**src/rtl/board_draw_ctrl_pkg.sv**
```systemverilog
`default_nettype none
// +----------------------------------------------------------------------+
// | Package   : display_defs                                             |
// | Purpose   : Shared display constants and draw-sequencer state        |
// |             encodings for the minesweeper board renderer.            |
// | Contents  : CELL_PX, VGA_W, VGA_H, WHITE, BLACK, draw_state_t        |
// | Revision  : 1.0  initial release                                     |
// +----------------------------------------------------------------------+
package display_defs;

   localparam int CELL_PX = 8;     // cell edge length in pixels
   localparam int VGA_W   = 160;   // adapter resolution, x
   localparam int VGA_H   = 120;   // adapter resolution, y

   localparam logic [2:0] WHITE = 3'b111;
   localparam logic [2:0] BLACK = 3'b000;

   typedef enum logic [1:0] {
      ST_IDLE  = 2'd0,
      ST_BOARD = 2'd1,
      ST_CELL  = 2'd2,
      ST_FIN   = 2'd3
   } draw_state_t;

endpackage
`default_nettype wire

```
**src/rtl/board_draw_ctrl_box_raster.sv**
```systemverilog
`default_nettype none
// +----------------------------------------------------------------------+
// | Module    : box_raster                                               |
// | Purpose   : Row-major pixel walker over one CELL_PX x CELL_PX box.   |
// |             px is the inner (fast) index, py the outer one.          |
// | Ports     : clock, resetn   - clock / async active-low reset         |
// |             clear           - return to pixel (0,0)                  |
// |             step            - advance one pixel (wraps after last)   |
// |             px, py          - current pixel within the box           |
// |             last_pixel      - current pixel is (7,7)                 |
// |             is_border       - current pixel lies on the box outline  |
// | Revision  : 1.0  initial release                                     |
// +----------------------------------------------------------------------+
module box_raster
   import display_defs::*;
(
   input  logic       clock,
   input  logic       resetn,
   input  logic       clear,
   input  logic       step,
   output logic [2:0] px,
   output logic [2:0] py,
   output logic       last_pixel,
   output logic       is_border
);

   localparam logic [2:0] c_last_px = 3'(CELL_PX - 1);

   logic [2:0] r_px;
   logic [2:0] r_py;

   // Stepping past the last pixel wraps both counters to zero, so the
   // next box starts on the very next step with no idle cycle.
   always_ff @(posedge clock or negedge resetn) begin
      if (!resetn) begin
         r_px <= 3'd0;
         r_py <= 3'd0;
      end else if (clear) begin
         r_px <= 3'd0;
         r_py <= 3'd0;
      end else if (step) begin
         r_px <= (r_px == c_last_px) ? 3'd0 : r_px + 3'd1;
         if (r_px == c_last_px) begin
            r_py <= (r_py == c_last_px) ? 3'd0 : r_py + 3'd1;
         end
      end
   end

   assign px         = r_px;
   assign py         = r_py;
   assign last_pixel = (r_px == c_last_px) && (r_py == c_last_px);
   assign is_border  = (r_px == 3'd0) || (r_px == c_last_px) ||
                       (r_py == 3'd0) || (r_py == c_last_px);

endmodule
`default_nettype wire

```
**src/rtl/board_draw_ctrl.sv**
```systemverilog
`default_nettype none
// +----------------------------------------------------------------------+
// | Module    : board_draw_ctrl                                          |
// | Purpose   : Owns the VGA adapter write port. Draws the full empty    |
// |             board (GRID_SIZE x GRID_SIZE outlined boxes) or redraws  |
// |             a single cell, one pixel per clock.                      |
// | Ports     : clock, resetn        - clock / async active-low reset    |
// |             start_board          - full-board draw request (level)   |
// |             cell_req             - single-cell redraw request (level)|
// |             cell_row, cell_col   - cell address for cell_req         |
// |             cell_colour          - interior colour for cell_req      |
// |             board_ack, cell_ack  - one-cycle acceptance pulses       |
// |             busy                 - job in progress                   |
// |             done                 - one-cycle end-of-job pulse        |
// |             x, y, colour,writeEn - VGA adapter pixel write port      |
// | Revision  : 1.0  initial release                                     |
// +----------------------------------------------------------------------+
module board_draw_ctrl
   import display_defs::*;
#(
   parameter int         GRID_SIZE   = 8,
   parameter int         CELL_PX     = 8,
   parameter int         ORIGIN_X    = 16,
   parameter int         ORIGIN_Y    = 8,
   parameter logic [2:0] LINE_COLOUR = WHITE,
   parameter logic [2:0] FILL_COLOUR = BLACK
)
(
   input  logic       clock,
   input  logic       resetn,
   input  logic       start_board,
   input  logic       cell_req,
   input  logic [3:0] cell_row,
   input  logic [3:0] cell_col,
   input  logic [2:0] cell_colour,
   output logic       board_ack,
   output logic       cell_ack,
   output logic       busy,
   output logic       done,
   output logic [7:0] x,
   output logic [6:0] y,
   output logic [2:0] colour,
   output logic       writeEn
);

   // ------------------------------------------------------------------
   // Elaboration-time sanity checks on the board geometry
   // ------------------------------------------------------------------
   if (GRID_SIZE < 1 || GRID_SIZE > 15) begin : g_bad_grid
      $error("board_draw_ctrl: GRID_SIZE must be 1..15");
   end
   if (CELL_PX != 8) begin : g_bad_cell_px
      $error("board_draw_ctrl: CELL_PX must be 8");
   end
   if (ORIGIN_X + GRID_SIZE * CELL_PX > VGA_W) begin : g_bad_origin_x
      $error("board_draw_ctrl: board exceeds screen width");
   end
   if (ORIGIN_Y + GRID_SIZE * CELL_PX > VGA_H) begin : g_bad_origin_y
      $error("board_draw_ctrl: board exceeds screen height");
   end

   localparam logic [3:0] c_last_idx = 4'(GRID_SIZE - 1);
   localparam logic [3:0] c_grid     = 4'(GRID_SIZE);

   // ------------------------------------------------------------------
   // Registers and next-state wires
   // ------------------------------------------------------------------
   draw_state_t r_state, w_state_nxt;

   logic [7:0] r_x,         w_x_nxt;
   logic [6:0] r_y,         w_y_nxt;
   logic [2:0] r_colour,    w_colour_nxt;
   logic       r_we,        w_we_nxt;
   logic       r_busy,      w_busy_nxt;
   logic       r_done,      w_done_nxt;
   logic       r_board_ack, w_board_ack_nxt;
   logic       r_cell_ack,  w_cell_ack_nxt;
   logic [3:0] r_row,       w_row_nxt;
   logic [3:0] r_col,       w_col_nxt;
   logic [2:0] r_interior,  w_interior_nxt;

   logic       w_clear;
   logic       w_step;
   logic [2:0] w_px;
   logic [2:0] w_py;
   logic       w_last_pixel;
   logic       w_is_border;
   logic       w_cell_in_range;
   logic [7:0] w_pix_x;
   logic [6:0] w_pix_y;

   box_raster u_box_raster (
      .clock      (clock),
      .resetn     (resetn),
      .clear      (w_clear),
      .step       (w_step),
      .px         (w_px),
      .py         (w_py),
      .last_pixel (w_last_pixel),
      .is_border  (w_is_border)
   );

   // Screen coordinates are formed at full width and then truncated to
   // the adapter port widths; the geometry checks above keep them in range.
   assign w_pix_x = 8'(9'(ORIGIN_X) + 9'({r_col, 3'b000}) + 9'(w_px));
   assign w_pix_y = 7'(8'(ORIGIN_Y) + 8'({r_row, 3'b000}) + 8'(w_py));

   assign w_cell_in_range = (cell_row < c_grid) && (cell_col < c_grid);

   // ------------------------------------------------------------------
   // State register
   // ------------------------------------------------------------------
   always_ff @(posedge clock or negedge resetn) begin
      if (!resetn) begin
         r_state <= ST_IDLE;
      end else begin
         r_state <= w_state_nxt;
      end
   end

   // ------------------------------------------------------------------
   // Next-state and next-output logic
   // ------------------------------------------------------------------
   always_comb begin
      w_state_nxt     = r_state;
      w_x_nxt         = r_x;
      w_y_nxt         = r_y;
      w_colour_nxt    = r_colour;
      w_we_nxt        = 1'b0;
      w_busy_nxt      = r_busy;
      w_done_nxt      = 1'b0;
      w_board_ack_nxt = 1'b0;
      w_cell_ack_nxt  = 1'b0;
      w_row_nxt       = r_row;
      w_col_nxt       = r_col;
      w_interior_nxt  = r_interior;
      w_clear         = 1'b0;
      w_step          = 1'b0;

      case (r_state)
         ST_IDLE: begin
            // Board init wins when both requesters are waiting; the cell
            // requester keeps its level high and is served afterwards.
            if (start_board) begin
               w_board_ack_nxt = 1'b1;
               w_busy_nxt      = 1'b1;
               w_clear         = 1'b1;
               w_row_nxt       = 4'd0;
               w_col_nxt       = 4'd0;
               w_interior_nxt  = FILL_COLOUR;
               w_state_nxt     = ST_BOARD;
            end else if (cell_req) begin
               w_cell_ack_nxt  = 1'b1;
               w_busy_nxt      = 1'b1;
               w_clear         = 1'b1;
               w_row_nxt       = cell_row;
               w_col_nxt       = cell_col;
               w_interior_nxt  = cell_colour;
               // An off-board cell is acknowledged but draws nothing.
               w_state_nxt     = w_cell_in_range ? ST_CELL : ST_FIN;
            end
         end

         ST_BOARD, ST_CELL: begin
            w_we_nxt     = 1'b1;
            w_x_nxt      = w_pix_x;
            w_y_nxt      = w_pix_y;
            w_colour_nxt = w_is_border ? LINE_COLOUR : r_interior;
            w_step       = 1'b1;
            if (w_last_pixel) begin
               if (r_state == ST_CELL) begin
                  w_state_nxt = ST_FIN;
               end else if (r_col == c_last_idx) begin
                  w_col_nxt = 4'd0;
                  if (r_row == c_last_idx) begin
                     w_state_nxt = ST_FIN;
                  end else begin
                     w_row_nxt = r_row + 4'd1;
                  end
               end else begin
                  w_col_nxt = r_col + 4'd1;
               end
            end
         end

         ST_FIN: begin
            w_done_nxt  = 1'b1;
            w_busy_nxt  = 1'b0;
            w_state_nxt = ST_IDLE;
         end

         default: begin
            w_state_nxt = ST_IDLE;
         end
      endcase
   end

   // ------------------------------------------------------------------
   // Output and job-context registers
   // ------------------------------------------------------------------
   always_ff @(posedge clock or negedge resetn) begin
      if (!resetn) begin
         r_x         <= 8'd0;
         r_y         <= 7'd0;
         r_colour    <= 3'd0;
         r_we        <= 1'b0;
         r_busy      <= 1'b0;
         r_done      <= 1'b0;
         r_board_ack <= 1'b0;
         r_cell_ack  <= 1'b0;
         r_row       <= 4'd0;
         r_col       <= 4'd0;
         r_interior  <= 3'd0;
      end else begin
         r_x         <= w_x_nxt;
         r_y         <= w_y_nxt;
         r_colour    <= w_colour_nxt;
         r_we        <= w_we_nxt;
         r_busy      <= w_busy_nxt;
         r_done      <= w_done_nxt;
         r_board_ack <= w_board_ack_nxt;
         r_cell_ack  <= w_cell_ack_nxt;
         r_row       <= w_row_nxt;
         r_col       <= w_col_nxt;
         r_interior  <= w_interior_nxt;
      end
   end

   assign x         = r_x;
   assign y         = r_y;
   assign colour    = r_colour;
   assign writeEn   = r_we;
   assign busy      = r_busy;
   assign done      = r_done;
   assign board_ack = r_board_ack;
   assign cell_ack  = r_cell_ack;

endmodule
`default_nettype wire

```
**config.mk**
```make
export PLATFORM = sky130hd
export DESIGN_NAME = board_draw_ctrl
export DESIGN_NICKNAME = d
export VERILOG_FILES = /design/src/rtl/board_draw_ctrl_pkg.sv /design/src/rtl/board_draw_ctrl_box_raster.sv /design/src/rtl/board_draw_ctrl.sv
export SDC_FILE = /design/constraint.sdc
export NUM_CORES = 1
export LEC_CHECK = 0
export ABC_CLOCK_PERIOD_IN_PS = 2600
export CAP_MARGIN = 5
export CORE_MARGIN = 5
export CORE_UTILIZATION = 50
export CTS_BUF_LIST = sky130_fd_sc_hd__clkbuf_8
export DETAILED_ROUTE_END_ITERATION = 12
export PLACE_DENSITY = 0.74
export SLEW_MARGIN = 20
export SYNTH_ARGS = -nofsm -noshare
export SYNTH_HDL_FRONTEND = slang
export SYNTH_SLANG_ARGS = --single-unit
```
**constraint.sdc**
```tcl
create_clock -name clock -period 2.6 [get_ports clock]
set_input_delay 0.52 -clock clock [delete_from_list [all_inputs] [get_ports clock]]
set_output_delay 0.52 -clock clock [all_outputs]
set_load 0.1 [all_outputs]
```
==> run summary, run 1 <==
After synthesis, the cell types taking the most area are sky130_fd_sc_hd__dfrtp_1 49%, sky130_fd_sc_hd__ha_1 7.6%, sky130_fd_sc_hd__mux2_2 6.3%. For this run, the share of the core covered by cells in the final layout is 64.6%. The H-tree depth is 2. The number of antenna-violating nets in the routed design came out at 0. The number of warnings reported in the yosys synthesis log is 0. The headroom to the max-slew limit is 39.2%. The count of port buffers added during placement is 37.

The area of the die came out at between 5000 and 6000 um^2. Before antenna repair, the detailed router went through 4 iterations. The number of clock sinks seen by CTS came out at 42. The number of gates resized after cts came out at 0. The largest total area in the synthesized netlist belongs to sky130_fd_sc_hd__dfrtp_1. The pin count of the biggest net entering global routing is 43. For the worst flop-to-flop path, the logic depth is 6. The number of placed I/O pins came out at 38. Of all flip-flops after synthesis, the portion carrying an async set or reset was 100%. The top-area cell type share of the netlist area came out at 49.1%. The library cell used most frequently in the layout, excluding fill and tap cells, is sky130_fd_sc_hd__dfrtp_1.

The hold buffer count at cts came out at 0. Post-CTS timing repair inserted 0 buffers for setup. The count of final setup violators came out at 0.

Dividing the detail-routed via count by the number of cells gives 5.38. The highest clock rate came out at 0.490 GHz. The final net count is 256. The final wirelength came out at 4.32 mm. Dividing the final minimum period by the clock period gives ~79%. The global placer's final weighted congestion is 0.867. The number of remaining DRC errors is 0. The master cell of the clock root buffer is sky130_fd_sc_hd__clkbuf_8. Setup repair after global routing left no endpoint under its margin. The number of antenna violations at the first check in global routing is 0. The endpoint identified for the worst register-to-register timing path is r_col[2]. The final global-route overflow total is 0.

The transition time of the tightest slew-check pin is around 0.91 ns. The initial standard-cell utilization of the core is a little over half. The number of different library cells in the post-synthesis netlist is slightly above 40. In this run the worst path has a maximum fanout of 19. The first-pass GRT wire length came out at between 7 and 8 mm. After synthesis the netlist holds a flip-flop and latch count of 42. In this run the worst hold path is classified as in -> async. The horizontal die dimension came out at approximately 75 um. The final setup skew came out at roughly 0.0047 ns. The total CTS buffers is 5. Detailed routing inserted a total of 1501 vias. The final number of max-transition violations is 0.

The worst register-to-register path begins at r_state[0]. Summed over all failing endpoints, the final setup total negative slack is 0 ns. Counting every net in the synthesized netlist gives between 200 and 250.

The max capacitance violation total came out at 0. The worst setup path is of the reg -> reg kind. In the layout the commonest cells are 42 x sky130_fd_sc_hd__dfrtp_1, 26 x sky130_fd_sc_hd__buf_4, 25 x sky130_fd_sc_hd__nor2_1. After layout, the minimum clock period comes to around 2.0 ns. The total core area came out at approximately 4100 um^2. The arrival time at the worst endpoint is around 2.2 ns.

The maximum buffer depth of the clock tree came out at 2. The average wire per standard cell is between 15 and 20 um. The share of the yosys chip area belonging to registers came out at between 40% and 50%. The data required time at the worst endpoint came out at 2.77 ns.

TritonCTS built the clock tree. The number of global-route vias before repair is around 1600. The summed instance area of the synthesized netlist is 2140 um^2. The layout-stage area growth over the synthesis result is 23.5%.

The category of the worst setup path capture point is a register. The number of diodes came out at 0. The placed wire-length estimate after detailed placement is 3.20 mm. The count of endpoints failing hold in the final timing report came out at 0. After synthesis, the mean cell area works out to around 11 um^2. The clock insertion delay at the later pin of the skew report is a little under 0.3 ns. The post-route netlist has 25.8% of its cells at a drive strength greater than 1. The run finished with clean final reports. The aggregate global-route resource usage came out at approximately 17%. The register-to-register setup slack came out at ~0.56 ns.

The count of mapped cells out of synthesis is between 150 and 200. The final hold slack is around 0.36 ns. STA classifies the critical path startpoint as a register.

Clock-pin slew was measured on the worst setup and hold paths at roughly 0.080 ns. The number of DRC markers in iteration 0 came out at 124. The count of standard-cell rows came out at 23.

The count of flip-flops with a built-in enable after synthesis came out at 0. The overall die height came out at about 75 um. The most used flip-flop cell after synthesis is sky130_fd_sc_hd__dfrtp_1.
worst max-delay path by stage:
| stage | startpoint | slack, ns | endpoint | depth (start not counted) |
|---|---|---|---|---|
| 5_1_grt | r_state[0] | 0.45 | r_col[2] | 6 |
| 4_1_cts | r_state[0] | 0.56 | r_col[2] | 6 |
| 3_5_place_dp | start_board | 0.39 | r_state[0] | 5 |
| 2_1_floorplan | r_state[0] | 0.75 | r_col[2] | 7 |
| 3_3_place_gp | start_board | 0.48 | r_state[0] | 5 |
| 6_report | r_state[0] | 0.56 | r_col[2] | 6 |
through the flow:
step | cells | setup slack (ns) | cell area [um^2]
final | 279 | 0.558 | 2640
after global routing | 279 | 0.445 | 2640
after detailed placement | 271 | 0.394 | 2500
after floorplan | 187 | 0.747 | 2140
after CTS | 279 | 0.558 | 2640
after global placement | 271 | 0.484 | 2500
synth_stat cells, types with 2 or more instances:
cell / instances
sky130_fd_sc_hd__mux2i_1: 6
sky130_fd_sc_hd__clkbuf_1: 2
sky130_fd_sc_hd__mux2_2: 12
sky130_fd_sc_hd__a21oi_1: 17
sky130_fd_sc_hd__o21ai_0: 3
sky130_fd_sc_hd__nand2b_1: 3
sky130_fd_sc_hd__inv_1: 14
sky130_fd_sc_hd__xnor2_1: 4
sky130_fd_sc_hd__ha_1: 13
sky130_fd_sc_hd__and3b_2: 2
sky130_fd_sc_hd__a311oi_1: 2
sky130_fd_sc_hd__a31oi_1: 3
sky130_fd_sc_hd__a22o_1: 3
sky130_fd_sc_hd__nor2_1: 25
sky130_fd_sc_hd__nand3_1: 2
sky130_fd_sc_hd__a32oi_1: 2
sky130_fd_sc_hd__a22oi_1: 2
sky130_fd_sc_hd__nand2b_4: 2
sky130_fd_sc_hd__nand2_1: 5
sky130_fd_sc_hd__dfrtp_1: 42
sky130_fd_sc_hd__buf_2: 3
flip-flops by register name (all words and copies together) (netlist names), 3 cells and up:
| signal | count |
|---|---|
| u_box_raster.py | 3 |
| u_box_raster.px | 3 |
| r_row | 4 |
| r_interior | 3 |
| colour | 3 |
| y | 7 |
| r_col | 4 |
| x | 8 |
critical path, cell delays in order (launching register included):
cell and delay (ns):
sky130_fd_sc_hd__dfrtp_1 0.37, sky130_fd_sc_hd__inv_1 0.08, sky130_fd_sc_hd__ha_1 0.44, sky130_fd_sc_hd__buf_4 0.27, sky130_fd_sc_hd__a221oi_4 0.43, sky130_fd_sc_hd__mux2i_1 0.23
sky130_fd_sc_hd__o211ai_1 0.10
final cells by class:
class	count	area, um^2
clock buffer	6	82.6
clock inverter	2	60.1
fill	334	1450
inverter	14	52.6
multi-input combinational	125	1000
sequential	42	1050
tap	50	62.6
timing repair buffer	40	330
per-layer routing:
layer  wire length, um  global-route usage [%]  up-vias
met3               246                    5.01        4
met1              1830                    20.8      718
li1                  -                       -      737
met5                 0                       0        -
met4                47                    6.41        0
met2              2200                    27.5       42
cell families after synthesis:
family / share of synthesized area [%]
simple gates: 14.0
flops: 49.1
mux: 9.12
xor+xnor: 2.05
compound gates: 14.0
buf+inv: 4.03
fa+ha+maj: 7.60
Power of run 1 is not shown: default switching activity piles up to over one toggle a cycle in this logic, so the estimate is an artifact.
==> run 2, diff against run 1 <==
Settings changed: ABC_CLOCK_PERIOD_IN_PS 2600 to 1700, CORE_UTILIZATION 50 to 49, PLACE_DENSITY 0.74 to 0.76.
Clock period 2.6 ns to 1.7 ns, I/O delays scaled along.
==> run 2 against run 1 <==
- the run now ends with setup timing left
- count of clock-buffer cells in the layout did not move
- global-route usage rose by 0.063 points
- wire length rose by 9.7%
- maximum frequency rose by 18%
- worst hold slack got worse by 0.26 ns
- setup slack got worse by 0.59 ns
- utilization rose by 9.0 points
- flip-flop and latch count did not move
- sequential share of layout area fell by 6.6 points
- largest cell class is now multi-input gates
- clock skew rose by 0.0032 ns
- design area rose by 20%
- die area rose by 1.8%
==> run summary, run 2 (same netlist as run 1, synthesis figures left out) <==
The flow ran to the end, but the final reports show violations. The checks that failed: setup timing. The number of global-route vias before repair came out at roughly 1700. Leaving out fill and tap cells, the most frequent cell in the layout is sky130_fd_sc_hd__dfrtp_1. The count of endpoints failing hold in the final timing report came out at 0.

At the pin with the least slew margin, the transition time is about 0.53 ns. The tool flagged a number of max-cap violations equal to 0. The pin count of the biggest net entering global routing came out at 43. The arrival time at the worst endpoint came out at between 1.5 and 2 ns. The share of cells above drive strength 1 came out at 38.4%.

The peak fanout along the critical path came out at 6. The min-delay analysis places its worst path in the category in -> async. The final wirelength came out at ~4.7 mm. The number of antenna violations at the first check in global routing was 0. The horizontal die dimension is 76.1 um.

The layout-stage area growth over the synthesis result came out at 47.8%. The count of final setup violators is 2. The total core area is ~4300 um^2. The clock drives 42 sinks. The worst setup path is launched from a register.

The per-cell via count in the routed design came out at 5.22. TritonCTS built the clock tree. The number of detailed-routing iterations run before antenna repair came out at 4. The final number of max-transition violations came out at 0. The smallest clock period supported by the final layout is computed as between 1.5 and 2 ns.

At the worst endpoint, the required time is approximately 1.9 ns. The aggregate global-route resource usage is 16.8%. The final core utilization came out at 73.7%. The clock edge transition at the registers on the reported setup and hold paths came out at around 0.09 ns.

Once placement completed, the tool counted placed cells totaling between 200 and 300. The count of standard-cell rows came out at 24. For this design the top-level I/O count stands at 38. The final setup skew came out at roughly 0.0080 ns. The final global-route overflow total is 0.

The worst setup path is captured at a register. The overall die height is approximately 76 um. The total CTS buffers is 5. Setup repair after global routing could not meet its margin everywhere. At the end of routability-driven placement, the weighted congestion stood at just under 0.8. Clock tree synthesis selected as its root buffer the cell sky130_fd_sc_hd__clkbuf_8.

The worst setup path is of the reg -> reg kind. The number of DRC markers in iteration 0 came out at slightly below 80. The initial standard-cell utilization of the core is 49.8%. The net count of the finished layout is around 280. The portion of the clock cycle consumed by the worst path in the final layout came out at 102%. The detailed-route via count came out at about 1600. The H-tree was split into 2 levels. The number of remaining DRC errors came out at 0. The headroom to the max-slew limit is between 60 and 70%. The repair_antennas step left the layout with diodes totalling 0.

The number of antenna-violating nets in the routed design is 0. No sink is reached through more buffers than the 2 on the longest clock path. The first-pass GRT wire length came out at between 8 and 9 mm. The placed wire-length estimate after detailed placement is about 3.3 mm. The worst-case setup slack after placement is -0.110 ns. Leaving out filler cells and counting taps, the final layout contains 302. Dividing the detail-routed wire length by the instance count gives around 16 um. The clock insertion delay at the later pin of the skew report is ~0.30 ns. The count of port buffers added during placement came out at 37. The area of the die is ~5800 um^2. The library cells used most frequently in the layout, excluding fill and tap cells, are 42 x sky130_fd_sc_hd__dfrtp_1, 23 x sky130_fd_sc_hd__buf_12, 22 x sky130_fd_sc_hd__nor2_1.

After routing, the total negative slack on setup checks comes to -0.0580 ns. The register with the most flip-flops in the layout has 8 of them. The post-route worst setup slack came out at -0.0301 ns. The highest clock rate is ~0.58 GHz.
[run 2: changes by cell type in the layout (fill, tap and decap cells not counted), sizes merged]
cell      change
bufinv        -2
clkinv        +1
clkinvlp      +1
buf          +21
[run 2: per-stage QoR]
step           hold slack [ns]  area, um^2
2_1_floorplan           0.0444        2140
3_3_place_gp             0.436        2930
3_5_place_dp             0.441        2930
4_1_cts                  0.115        3100
5_1_grt                  0.150        3160
6_report                0.0965        3160
[run 2: path summary, 6_finish.rpt]
check | cells after the start | slack [ns] | startpoint | end
max reg2reg | 7 | -0.03 | r_state[1] | r_col[0]
max | 7 | -0.03 | r_state[1] | r_col[0]
min | 2 | 0.1 | resetn | x[6]
min in group clock | 1 | 0.51 | r_interior[2] | r_interior[2]
min reg2reg | 1 | 0.51 | r_interior[2] | r_interior[2]
max in group asynchronous | 2 | 1.23 | resetn | done
[run 2: repair_timing]
action                                  in CTS  in global routing
hold buffers                                 0                  0
resized for setup                           11                 18
endpoints found under the setup margin      10                 12
setup buffers                                3                  0
pin swaps                                    4                  7
[run 2: critical path, cell delays in order, from the launching register on]
cell and delay [ns]:
sky130_fd_sc_hd__dfrtp_1 0.41, sky130_fd_sc_hd__buf_4 0.16, sky130_fd_sc_hd__ha_4 0.15, sky130_fd_sc_hd__nand2b_4 0.18, sky130_fd_sc_hd__a221oi_4 0.39, sky130_fd_sc_hd__buf_6 0.21
sky130_fd_sc_hd__nor2_2 0.05, sky130_fd_sc_hd__a21oi_2 0.12
[run 2: metal layers]
metal / wire length, um / global-route usage [%] / part of all wire (%)
met1: 2100 / 21.6 / 44
met5: 0 / 0 / 0
met2: 2370 / 27.4 / 50
met4: 55 / 4.72 / 1.2
met3: 221 / 5.08 / 4.7
[run 2: final cells by class]
type / instances / area [um^2]
clock buffers: 6 / 82.6
clock inverters: 2 / 12.5
fillers: 288 / 1130
inverters: 14 / 52.6
multi-input cells: 125 / 1100
flip-flops and latches: 42 / 1050
well taps: 52 / 65.1
repair buffers: 61 / 795
Power of run 2 is left out for the same reason.
==> run 3, diff against run 2 <==
Settings changed: GPL_TIMING_DRIVEN set to 0, TNS_END_PERCENT set to 1.
==> run 3 against run 2 <==
- the run still ends with setup timing left
- setup slack got worse by 0.065 ns
- count of clock-buffer cells in the layout is the same
- first-iteration DRC count up 32%
- largest cell class is now sequential cells
- critical path depth is 1 lower
- highest routed layer unchanged
- clock skew grew 0.00092 ns
- final cell count decreased by 4.0%
- design area is 9.8% lower
- wire length down 9.3%
- global-route usage decreased by 0.86 points
- worst hold slack better by 0.31 ns
- sequential share of layout area up 3.6 points
==> run summary, run 3 (same netlist as run 1, synthesis figures left out) <==
The tool flagged a number of max-cap violations equal to 0. The average wire per standard cell is 14.8 um. The clock tree from TritonCTS is built. STA classifies the critical path startpoint as a register.

The worst path buffer plus inverter count is 1. The non-filler instance count after layout is 290. Compared with the post-synthesis result, the final layout area differs by 33.3%. For met2 alone, demand over resource in global routing was around a quarter. The category of the worst setup path capture point is a register. The count of final setup violators is 7. The pin count of the biggest net entering global routing is 28. The first-pass GRT wire length is slightly below 8 mm. The number of global-route vias before repair came out at around 1600.

The horizontal die dimension is 76.1 um. Setup repair after global routing could not meet its margin everywhere. The met3 usage in global routing came out at 4.85%.

The endpoint identified for the worst register-to-register timing path is r_col[2]. The leading cell type in the layout, fill and taps excluded is sky130_fd_sc_hd__dfrtp_1. The final global-route overflow total is 0. The H-tree was split into 2 levels.

Once routing completed, OpenROAD measured the worst setup slack at -0.0954 ns. The final number of max-transition violations is 0. The number of DRC markers in iteration 0 came out at 102. The highest clock rate is ~0.56 GHz. Detailed routing inserted a total of roughly 1500 vias. Traced cell by cell, the critical path runs through inv_2 -> ha_4 -> nand2b_4 -> a221oi_4 -> mux2i_1 -> o211ai_1. The library cells used most frequently in the layout, excluding fill and tap cells, are 42 x sky130_fd_sc_hd__dfrtp_1, 23 x sky130_fd_sc_hd__nor2_1, 22 x sky130_fd_sc_hd__clkdlybuf4s15_2. After legalization and detailed placement, the total HPWL measured just over 3 mm. The arrival time at the worst endpoint came out at 1.97 ns. The clock insertion delay at the later pin of the skew report came out at roughly 0.30 ns. The total CTS buffers is 5. The end point of the critical path is r_col[2].

On the critical path, the stage with the largest delay is an instance of sky130_fd_sc_hd__a221oi_4. The worst register-to-register path begins at r_state[0]. The number of flip-flops in the largest register is 8. Clock-pin slew was measured on the worst setup and hold paths at 0.08 ns.

The run finished, with violations left. The final setup skew is between 0.008 and 0.009 ns. The share of cells above drive strength 1 is 32.4%.

The number of clock sinks seen by CTS is 42. The number of antenna-violating nets in the routed design is 0. In the routed layout, each cell is associated on average with a via count of 5.27. The number of antenna violations at the first check in global routing was 0. The data required time at the worst endpoint came out at ~1.9 ns.

The register-to-register setup slack is -0.1 ns. The count of endpoints failing hold in the final timing report is 0. The aggregate global-route resource usage came out at approximately 16%. The worst pin sits at a relative slew slack of 63.3%.

The die covers ~5800 um^2. The total core area is between 4000 and 5000 um^2. Routability-driven placement finished with a final weighted congestion of between 0.8 and 0.9.

The number of placed cells counting well taps is 276. The final reports fail on setup timing. The setup path with the least slack is of type reg -> reg.

The overall die height is ~76 um. The critical path starts at r_state[0]. The number of placed I/O pins is 38. The type of the most critical hold path is in -> reg. The final core utilization came out at about two thirds.

The final hold slack came out at between 0.4 and 0.5 ns. Among cell families on the critical path, the largest total delay comes from compound AO/OA/AOI/OAI gates. The maximum buffer depth of the clock tree is 2.

The final wirelength came out at 4.30 mm. After filler insertion, the fill cell instance count of the layout stands at ~320. The met1 track demand over resource is about a fifth. The count of standard-cell rows is 24. The count of port buffers added during placement came out at 36. The number of diodes is 0. The hold-critical path depth came out at 2.

The layer flagged by global routing as most heavily used is met2. For this configuration, the core starts out at a cell density of between 40% and 50%. CTS placed an instance of sky130_fd_sc_hd__clkbuf_8 at the clock tree root. At the pin with the least slew margin, the transition time is roughly 0.55 ns. The count of cells along the worst register-to-register path came out at 6. The logic depth of the worst path, buffers included is 6. In this run the worst path has a maximum fanout of 9.

The number of remaining DRC errors is 0. The longest individual stage delay on the worst path came out at 0.40 ns. The clock period minus final worst setup slack came out at 1.80 ns.

The number of detailed-routing iterations run before antenna repair came out at 4. In the final design database the tool counted approximately 270 nets. The portion of the clock cycle consumed by the worst path in the final layout came out at 106%.
run 3: final cells by class:
class	count	area [um^2]	area share, %
plain buffers	5	32.5	1.14
clock buffers	6	82.6	2.90
clock inverters	2	60.1	2.11
inverters	14	52.6	1.84
multi-input cells	125	1050	36.9
flip-flops and latches	42	1050	36.9
well taps	52	65.1	2.28
repair buffers	44	457	16.0
run 3: routing by layer:
| metal | wire, um | vias up | share of wire [%] |
|---|---|---|---|
| met4 | 40 | 0 | 0.93 |
| met3 | 230 | 4 | 5.4 |
| li1 | - | 755 | - |
| met1 | 1970 | 740 | 46 |
| met5 | 0 | - | 0 |
| met2 | 2050 | 30 | 48 |
run 3: how the worst min path moves through the flow:
stage / startpoint / end / slack [ns]
after floorplan: resetn / board_ack / 0.04
after global placement: r_interior[2] / r_interior[2] / 0.48
after detailed placement: resetn / x[4] / 0.28
after CTS: start_board / board_ack / 0.40
after global routing: start_board / board_ack / 0.41
final: start_board / board_ack / 0.41
run 3: through the flow:
step | cell area [um^2] | setup TNS, ns | worst slack, ns
final | 2850 | -0.285 | -0.0954
after global routing | 2850 | -1.37 | -0.157
after CTS | 2820 | -1.34 | -0.163
after detailed placement | 2580 | -7.83 | -0.352
after global placement | 2560 | -39.03 | -0.766
after floorplan | 2140 | -0.153 | -0.153
run 3: timing repair:
action | in CTS | in global routing
pin swaps | 3 | 4
endpoints found under the setup margin | 54 | 35
buffers inserted | 2 | 4
endpoints found under the hold margin | 15 | 0
hold buffers | 1 | 0
gates resized for setup | 79 | 8
Power of run 3 is left out for the same reason.
